<file path="src/rtl/sense_debounce_if.sv">
// Sense-line bundle between the keypad pins/scan FSM and the debouncer.
// "release" is a reserved word, so the release pulse is named release_pulse.
interface sense_debounce_if #(
    parameter int CHANNELS = 4
);
    logic                enable;
    logic [CHANNELS-1:0] sense;
    logic [CHANNELS-1:0] level;
    logic [CHANNELS-1:0] press;
    logic [CHANNELS-1:0] release_pulse;
    logic                anyPressed;
    logic                allReleased;

    modport master (
        output enable, sense,
        input  level, press, release_pulse, anyPressed, allReleased
    );

    modport slave (
        input  enable, sense,
        output level, press, release_pulse, anyPressed, allReleased
    );
endinterface

</file>
<file path="src/rtl/sense_debounce.sv">
// Multi-channel key debouncer: optional synchroniser plus a saturating
// up/down integrator with hysteresis per channel, gated by a shared FSM.
module sense_debounce #(
    parameter int CHANNELS    = 4,
    parameter int HOLD_TOP    = 16,
    parameter int CNT_W       = 16,
    parameter int SYNC_STAGES = 2
) (
    input  logic             clk,
    input  logic             reset,
    sense_debounce_if.slave  bus
);

    localparam int MID = HOLD_TOP / 2;
    localparam logic [CNT_W-1:0] TOP_C = CNT_W'(HOLD_TOP);
    localparam logic [CNT_W-1:0] MID_C = CNT_W'(MID);

    if (HOLD_TOP < 2) begin : g_bad_top
        $fatal(1, "sense_debounce: HOLD_TOP must be >= 2");
    end
    if (CNT_W < 31 && (2 ** CNT_W) <= HOLD_TOP) begin : g_bad_w
        $fatal(1, "sense_debounce: CNT_W too narrow for HOLD_TOP");
    end
    if (SYNC_STAGES < 0 || SYNC_STAGES > 3) begin : g_bad_sync
        $fatal(1, "sense_debounce: SYNC_STAGES must be 0..3");
    end

    typedef enum logic [1:0] {
        OFF  = 2'd0,
        BOOT = 2'd1,
        RUN  = 2'd2
    } state_t;

    state_t                          state;
    logic [CHANNELS-1:0]             s;
    logic [CHANNELS-1:0][CNT_W-1:0]  count;
    logic [CHANNELS-1:0][CNT_W-1:0]  cnt_next;
    logic [CHANNELS-1:0]             level;
    logic [CHANNELS-1:0]             lvl_next;
    logic [CHANNELS-1:0]             press;
    logic [CHANNELS-1:0]             rel;
    logic                            all_zero;

    // The synchroniser runs in every state so RUN starts on fresh samples.
    if (SYNC_STAGES == 0) begin : g_nosync
        assign s = bus.sense;
    end else begin : g_sync
        logic [SYNC_STAGES-1:0][CHANNELS-1:0] pipe;

        always_ff @(posedge clk) begin
            if (!reset) begin
                pipe <= '0;
            end else begin
                pipe[0] <= bus.sense;
                for (int i = 1; i < SYNC_STAGES; i++) begin
                    pipe[i] <= pipe[i-1];
                end
            end
        end

        assign s = pipe[SYNC_STAGES-1];
    end

    always_ff @(posedge clk) begin
        if (!reset) begin
            state <= OFF;
        end else begin
            case (state)
                OFF:     state <= bus.enable ? BOOT : OFF;
                BOOT:    state <= RUN;
                RUN:     state <= bus.enable ? RUN : OFF;
                default: state <= OFF;
            endcase
        end
    end

    always_comb begin
        cnt_next = count;
        lvl_next = level;
        for (int i = 0; i < CHANNELS; i++) begin
            if (s[i] && count[i] < TOP_C) begin
                cnt_next[i] = count[i] + CNT_W'(1);
            end else if (!s[i] && count[i] != '0) begin
                cnt_next[i] = count[i] - CNT_W'(1);
            end
            if (count[i] == TOP_C) begin
                lvl_next[i] = 1'b1;
            end else if (count[i] == '0) begin
                lvl_next[i] = 1'b0;
            end
        end
    end

    // Outside RUN everything parks at MID/0, so leaving RUN drops level
    // without a release pulse and re-entry carries no history.
    always_ff @(posedge clk) begin
        if (!reset || state != RUN) begin
            count <= {CHANNELS{MID_C}};
            level <= '0;
            press <= '0;
            rel   <= '0;
        end else begin
            count <= cnt_next;
            level <= lvl_next;
            press <= lvl_next & ~level;
            rel   <= ~lvl_next & level;
        end
    end

    always_comb begin
        all_zero = 1'b1;
        for (int i = 0; i < CHANNELS; i++) begin
            if (count[i] != '0) begin
                all_zero = 1'b0;
            end
        end
    end

    assign bus.level         = level;
    assign bus.press         = press;
    assign bus.release_pulse = rel;
    assign bus.anyPressed    = bus.enable & (|level);
    assign bus.allReleased   = bus.enable & all_zero;

endmodule

</file>
<file path="src/flat_wrapper.sv">
// flat-port wrapper written by rule: the top's interface ports become plain ports
module sense_debounce_flat 
#(
    parameter int CHANNELS    = 4,
    parameter int HOLD_TOP    = 16,
    parameter int CNT_W       = 16,
    parameter int SYNC_STAGES = 2
)
  (clk, reset, bus_enable, bus_sense, bus_level, bus_press, bus_release_pulse, bus_anyPressed, bus_allReleased);
  sense_debounce_if #(.CHANNELS(CHANNELS)) bus_i ();
  input  logic clk;
  input  logic reset;
  input wire logic [$bits(bus_i.enable)-1:0] bus_enable;
  input wire logic [$bits(bus_i.sense)-1:0] bus_sense;
  output wire logic [$bits(bus_i.level)-1:0] bus_level;
  output wire logic [$bits(bus_i.press)-1:0] bus_press;
  output wire logic [$bits(bus_i.release_pulse)-1:0] bus_release_pulse;
  output wire logic [$bits(bus_i.anyPressed)-1:0] bus_anyPressed;
  output wire logic [$bits(bus_i.allReleased)-1:0] bus_allReleased;
  assign bus_i.enable = bus_enable;
  assign bus_i.sense = bus_sense;
  assign bus_level = bus_i.level;
  assign bus_press = bus_i.press;
  assign bus_release_pulse = bus_i.release_pulse;
  assign bus_anyPressed = bus_i.anyPressed;
  assign bus_allReleased = bus_i.allReleased;
  sense_debounce #(.CHANNELS(CHANNELS), .HOLD_TOP(HOLD_TOP), .CNT_W(CNT_W), .SYNC_STAGES(SYNC_STAGES)) u_core (.clk(clk), .reset(reset), .bus(bus_i));
endmodule
</file>
<file path="config.mk">
export PLATFORM = sky130hd
export DESIGN_NAME = sense_debounce_flat
export DESIGN_NICKNAME = d
export VERILOG_FILES = /design/src/rtl/sense_debounce_if.sv /design/src/rtl/sense_debounce.sv /design/src/flat_wrapper.sv
export SDC_FILE = /design/constraint.sdc
export NUM_CORES = 1
export LEC_CHECK = 0
export CORE_ASPECT_RATIO = 1.1
export CORE_MARGIN = 8
export CORE_UTILIZATION = 45
export DETAILED_ROUTE_END_ITERATION = 12
export GPL_TIMING_DRIVEN = 0
export MAX_ROUTING_LAYER = met4
export PLACE_DENSITY = 0.6
export SLEW_MARGIN = 20
export SYNTH_ARGS = -nofsm -noshare
export SYNTH_HDL_FRONTEND = slang
export SYNTH_SLANG_ARGS = --single-unit
</file>
<file path="constraint.sdc">
create_clock -name clk -period 3.9 [get_ports clk]
set_clock_uncertainty 0.05 [all_clocks]
set_input_delay 0.585 -clock clk [delete_from_list [all_inputs] [get_ports clk]]
set_output_delay 0.585 -clock clk [all_outputs]
set_load 0.02 [all_outputs]
</file>
==> results of run 1 <==
## cells in the final DEF (no fill, tap or decap), types with 8 or more instances in the layout
master,n
mux2i_1,28
nor3_1,20
xor2_1,17
clkbuf_1,13
nor2_1,80
nand3_1,12
a211oi_1,21
clkdlybuf4s50_1,20
o21a_1,9
xnor2_1,30
ha_1,60
o21ai_0,35
nand2_1,53
nor4_1,11
a21oi_1,50
and2_1,12
clkbuf_16,9
dfxtp_1,86
o22ai_1,9
a31oi_1,8
a21o_1,14
## worst reg2reg max path, delay by kind of cell (launching register included)
family          cells  cell delay [ns]
compound gates      4             1.20
xor+xnor            1             0.17
fa+ha+maj           1             0.34
flops               1             0.33
simple gates        5             1.46
## power by group
part / internal, W / switching (W) / leakage (nW)
clock: 0.000482 / 0.000357 / 0.142
combinational: 0.000409 / 0.000501 / 1.97
sequential: 0.000906 / 0.0000272 / 0.697
total: 0.00180 / 0.000886 / 2.81
## registers in the layout, indices dropped and copies added, names as in the netlist
register / flops
u_core.bus.level: 4
u_core.state: 2
u_core.bus.release_pulse: 4
u_core.bus.press: 4
u_core.count: 64
u_core.g_sync.pipe: 4
u_core.s: 4
## final cells by class
cell class / instances / area, um2 / area share, %
clock buffers: 13 / 270 / 4.14
plain buffers: 18 / 101 / 1.55
well taps: 157 / 196 / 3.01
repair buffers: 20 / 200 / 3.06
clock inverters: 3 / 17.5 / 0.268
multi-input cells: 571 / 4010 / 61.3
inverters: 6 / 22.5 / 0.345
flip-flops and latches: 86 / 1720 / 26.3
## per-layer routing
layer / vias to the layer above / track usage, %
li1: 2586 / -
met1: 2415 / 20.7
met2: 65 / 29.2
met3: 19 / 2.35
met4: 0 / 7.03
met5: - / -
## stage by stage
step | util (%) | instances | area [um2] | TNS [ns]
after floorplan | - | 681 | 5820 | 0
after global placement | 49.1 | 858 | 6210 | -0.0168
after detailed placement | 49.1 | 858 | 6210 | -0.0271
after CTS | 51.4 | 874 | 6500 | 0
after global routing | 51.7 | 874 | 6540 | 0
final | 51.7 | 874 | 6540 | 0
## logic make-up (layout without fill, tap and decap cells)
family | count (synthesis) | count (layout) | share of synthesized area, %
compound gates | 188 | 188 | 21.3
buf+inv | 24 | 60 | 2.13
fa+ha+maj | 64 | 64 | 14.3
simple gates | 241 | 241 | 20.2
flops | 86 | 86 | 29.6
mux | 31 | 31 | 5.40
xor+xnor | 47 | 47 | 7.08
## worst min path at each step
stage                     startpoint           to  slack, ns  cells after the start
2_1_floorplan  u_core.g_sync.pipe[0]  u_core.s[0]       0.36                      1
3_3_place_gp   u_core.g_sync.pipe[1]  u_core.s[1]       0.37                      1
3_5_place_dp   u_core.g_sync.pipe[3]  u_core.s[3]       0.37                      1
4_1_cts        u_core.g_sync.pipe[3]  u_core.s[3]       0.38                      1
5_1_grt        u_core.g_sync.pipe[3]  u_core.s[3]       0.39                      1
6_report       u_core.g_sync.pipe[3]  u_core.s[3]       0.39                      1
## timing repair
action	CTS	global route
gates cloned	0	0
resized for setup	2	7
endpoints found under the setup margin	2	9
hold endpoints to repair	0	0
==> results_dict.tcl, run 1 <==
set metrics [dict create \
    wl_per_cell_um 16.2 \
    grt_pass1_wl_um 23700 \
    cp.depth 11 \
    wl_met3_um 306 \
    power.total_w 0.00268 \
    io_pins 21 \
    status "complete, no violations" \
    crit_path_cell_trace "nor4_1, nand3_2, or3b_4, ha_1, a211o_1, a211o_1, a32oi_2, nand3_1, a2111oi_2, xor2_1, nor2_1" \
    vias 5085 \
    seq_area_frac_synth_pct 29.6 \
    synth_top_cell_by_area "dfxtp_1" \
    grt_start_max_net_pins 20 \
    gp_congestion 0.862 \
    area_growth_pct 12.4 \
    fin_ws_ns 0.236 \
    ctsHoldBuffers 0 \
    cp_slowest_cell "or3b_4" \
    start_util_pct 46.0 \
    setup_viol_count_final 0 \
    crit_type "reg2reg" \
    synthArstFlopShare_pct 0 \
    cp_top_family "simple AND/OR/NAND/NOR gates" \
    hold_violations 0 \
    relSlewSlack_pct 44.2 \
    top_layer_used "met4" \
    root_buffer "clkbuf_16" \
    yosys_warnings 0 \
    dp_slack_ns -0.0271 \
    syn-num-nets 752 \
    grt_pass1_vias 4932 \
    path_buf_inv 0 \
    crit_start "u_core.count[5]" \
    cts_tree "built" \
    m1WireLength_um 6770 \
    ff2ff_setup_slack_ns 0.24 \
    post_drt_via_cell_ratio 5.82 \
    clkTransAtPathRegs_ns 0.06 \
    leakage_nw 2.81 \
    wl_um 14200 \
    synth_commonest_cells "dfxtp_1, nor2_1, ha_1, nand2_1, a21oi_1" \
    rows 43 \
    yosysMostFrequentCell "dfxtp_1" \
    synth_edf_count 0 \
    dp.final_hpwl_um 10400 \
    fp.dieH_um 135 \
    drc 0 \
    crit_top_cell "a211o_1" \
    dieWidth_um 124 \
    slew_viol_final 0 \
    first_pass_iters 4 \
    synth_top_flop_cell "dfxtp_1" \
    antenna_found_initial 0 \
    slowest_delay_ns 0.58 \
    cp-endpoint "u_core.count[15]" \
    fin_crit_ns 3.66 \
    fin_crit_sh_pct 94.0 \
    clockBufferDepth 2 \
    tightest_slew_ns 0.814 \
    cts.sinks 86 \
    rsz0062_at_grt "false" \
    fmax_mhz 273 \
    syn-mean-instance-area_um2 8.54 \
    crit_fanout 19 \
    synthTopCellsByArea "dfxtp_1, ha_1, nor2_1" \
    core_um2 12600 \
    worst_ep_required_time_ns 4.09 \
    drt-initial-drc-count 271 \
    antenna_cells 0 \
    worstPathArrival_ns 3.85 \
    dieArea_um2 16800 \
    synth_top_area_share_pct 29.6 \
    antenna_left 0 \
    htree_levels 3 \
    ys_types 68 \
    hold-worst-slack_ns 0.385 \
    drive_above_1_share_pct 6.00 \
    synthCells 681 \
    dr_wl_met2_um 6820 \
    fillCellCount 1254 \
    rr_worst_depth 11 \
    clock_latency_ns 0.35 \
    start_kind "register" \
    maxCapViolations 0 \
    r2r_start "u_core.count[5]" \
    syn_area_um2 5820 \
    cts_setup_buffers 0 \
    fin_nets 783 \
    grt_usage_pct 17.4 \
    end_kind "register" \
    synth_seq_cells 86 \
    cts_buffers 9 \
    gr-total-overflow 0 \
    worst_ir_drop_vdd_v 0.000241 \
    hold_path.class "reg2reg" \
    io_buffers 20 \
    r2r-end "u_core.count[15]" \
    power_density_nw_per_um2 411 \
]
(Power assumes the default switching activity.)
==> run 2, diff against run 1 <==
--- a/config.mk
+++ b/config.mk
@@ -7,11 +7,11 @@
 export LEC_CHECK = 0
 export CORE_ASPECT_RATIO = 1.1
 export CORE_MARGIN = 8
-export CORE_UTILIZATION = 45
+export CORE_UTILIZATION = 50
 export DETAILED_ROUTE_END_ITERATION = 12
-export GPL_TIMING_DRIVEN = 0
+export GPL_TIMING_DRIVEN = 1
 export MAX_ROUTING_LAYER = met4
-export PLACE_DENSITY = 0.6
+export PLACE_DENSITY = 0.65
 export SLEW_MARGIN = 20
 export SYNTH_ARGS = -nofsm -noshare
 export SYNTH_HDL_FRONTEND = slang
==> results_dict.tcl, run 2 (synthesized netlist as in run 1, its figures left out) <==
set metrics [dict create \
    leakage_nw 2.81 \
    worstPathArrival_ns 3.75 \
    largest_register "u_core.count" \
    end_kind "register" \
    grt_start_max_net_pins 39 \
    crit_type "reg2reg" \
    htree_levels 3 \
    worst_ep_required_time_ns 4.06 \
    clockBufferDepth 2 \
    gr-total-overflow 0 \
    fin_crit_sh_pct 92.1 \
    rows 41 \
    fin_nets 777 \
    hold_path.class "reg2reg" \
    grt_usage_pct 17.9 \
    ctsHoldBuffers 0 \
    fillCellCount 1041 \
    io_buffers 20 \
    start_util_pct 51.1 \
    maxCapViolations 0 \
    final_cell_mix "dfxtp_1, nor2_1, ha_1" \
    grt_pass1_wl_um 22500 \
    antenna_found_initial 0 \
    r2r_start "u_core.count[5]" \
    io_pins 21 \
    worst_ir_drop_vdd_v 0.000231 \
    cts_buffers 9 \
    place_inst 845 \
    antenna_cells 0 \
    post_drt_via_cell_ratio 5.75 \
    setup-tns-final_ns 0 \
    fmax_mhz 278 \
    largest_reg_flops 64 \
    clock_latency_ns 0.34 \
    dieWidth_um 119 \
    wl_um 13000 \
    final_cells 860 \
    wl_per_cell_um 15.1 \
    fin_util_pct 57.4 \
    power_density_nw_per_um2 425 \
    relSlewSlack_pct 33.3 \
    multi_input_area_um2 3990 \
    crit_fanout 19 \
    first_pass_iters 4 \
    cts.sinks 86 \
    ff_latch_area_um2 1720 \
    vias 4945 \
    gp_congestion 0.896 \
    clkTransAtPathRegs_ns 0.06 \
    cts_tree "built" \
    core_um2 11400 \
    tightest_slew_ns 1.00 \
    status "complete, no violations" \
    ff2ff_setup_slack_ns 0.31 \
    dieArea_um2 15300 \
    cp-endpoint "u_core.count[15]" \
    fin_crit_ns 3.59 \
    antenna_left 0 \
    drive_above_1_share_pct 6.34 \
    slew_viol_final 0 \
    hold_violations 0 \
    grt_pass1_vias 4869 \
    drc 0 \
    rsz0062_at_grt "false" \
    start_kind "register" \
    r2r-end "u_core.count[15]" \
    final_common_cell "dfxtp_1" \
    root_buffer "clkbuf_16" \
    rr_worst_depth 11 \
    area_growth_pct 12.3 \
    crit_start "u_core.count[5]" \
    setup_viol_count_final 0 \
    fp.dieH_um 129 \
    dp.final_hpwl_um 9560 \
    drt-initial-drc-count 235 \
]
## run 2: worst min path at each step
stage,slack (ns),depth (start not counted),from,end
floorplan,0.36,1,u_core.g_sync.pipe[0],u_core.s[0]
global placement,0.36,1,u_core.g_sync.pipe[3],u_core.s[3]
CTS,0.38,1,u_core.g_sync.pipe[0],u_core.s[0]
finish,0.38,1,u_core.g_sync.pipe[0],u_core.s[0]
detailed placement,0.37,1,u_core.g_sync.pipe[0],u_core.s[0]
global route,0.39,1,u_core.g_sync.pipe[0],u_core.s[0]
## run 2: area by class of cell
type                            instances  area share [%]
Clock inverter                          3            1.03
Inverter                                6           0.345
Clock buffer                           12            3.93
Sequential cell                        86            26.4
Timing Repair Buffer                   32            4.44
Multi-Input combinational cell        571            61.0
Tap cell                              150            2.87
## run 2: per-stage QoR
step	cell area (um2)	hold WS [ns]	total power, W	worst slack (ns)
2_1_floorplan	5820	0.362	0.00168	0.580
3_3_place_gp	6200	0.365	0.00182	0.366
3_5_place_dp	6200	0.369	0.00183	0.319
4_1_cts	6520	0.384	0.00279	0.285
5_1_grt	6530	0.395	0.00294	0.0547
6_report	6530	0.381	0.00277	0.307
## run 2: power by group
| part | leakage (nW) | total [W] | internal [W] | switching (W) |
|---|---|---|---|---|
| combinational | 1.96 | 0.000897 | 0.000412 | 0.000485 |
| clock | 0.155 | 0.000944 | 0.000593 | 0.000351 |
| sequential | 0.697 | 0.000933 | 0.000906 | 0.0000267 |
## run 2: metal layers
layer | up-vias | track usage, % | share of wire, %
li1 | 2577 | - | -
met4 | 0 | 6.63 | 1.7
met3 | 15 | 2.52 | 3.2
met1 | 2284 | 21.6 | 48
met5 | - | - | 0
met2 | 69 | 29.8 | 47
## run 2: worst max-delay path, stage by stage, from the launching register on
cell and delay [ns]:
dfxtp_1 0.32, nor4_1 0.40, nand3_2 0.20, or3b_4 0.57, ha_1 0.35, a211o_1 0.32
a211o_1 0.29, a32oi_2 0.25, nand3_1 0.13, a2111oi_2 0.36, xor2_1 0.18, nor2_1 0.05
## run 2: repair_timing
item                                    in CTS  in global routing
setup buffers                                0                  0
gates resized for setup                      0                  2
endpoints found under the setup margin       0                  3
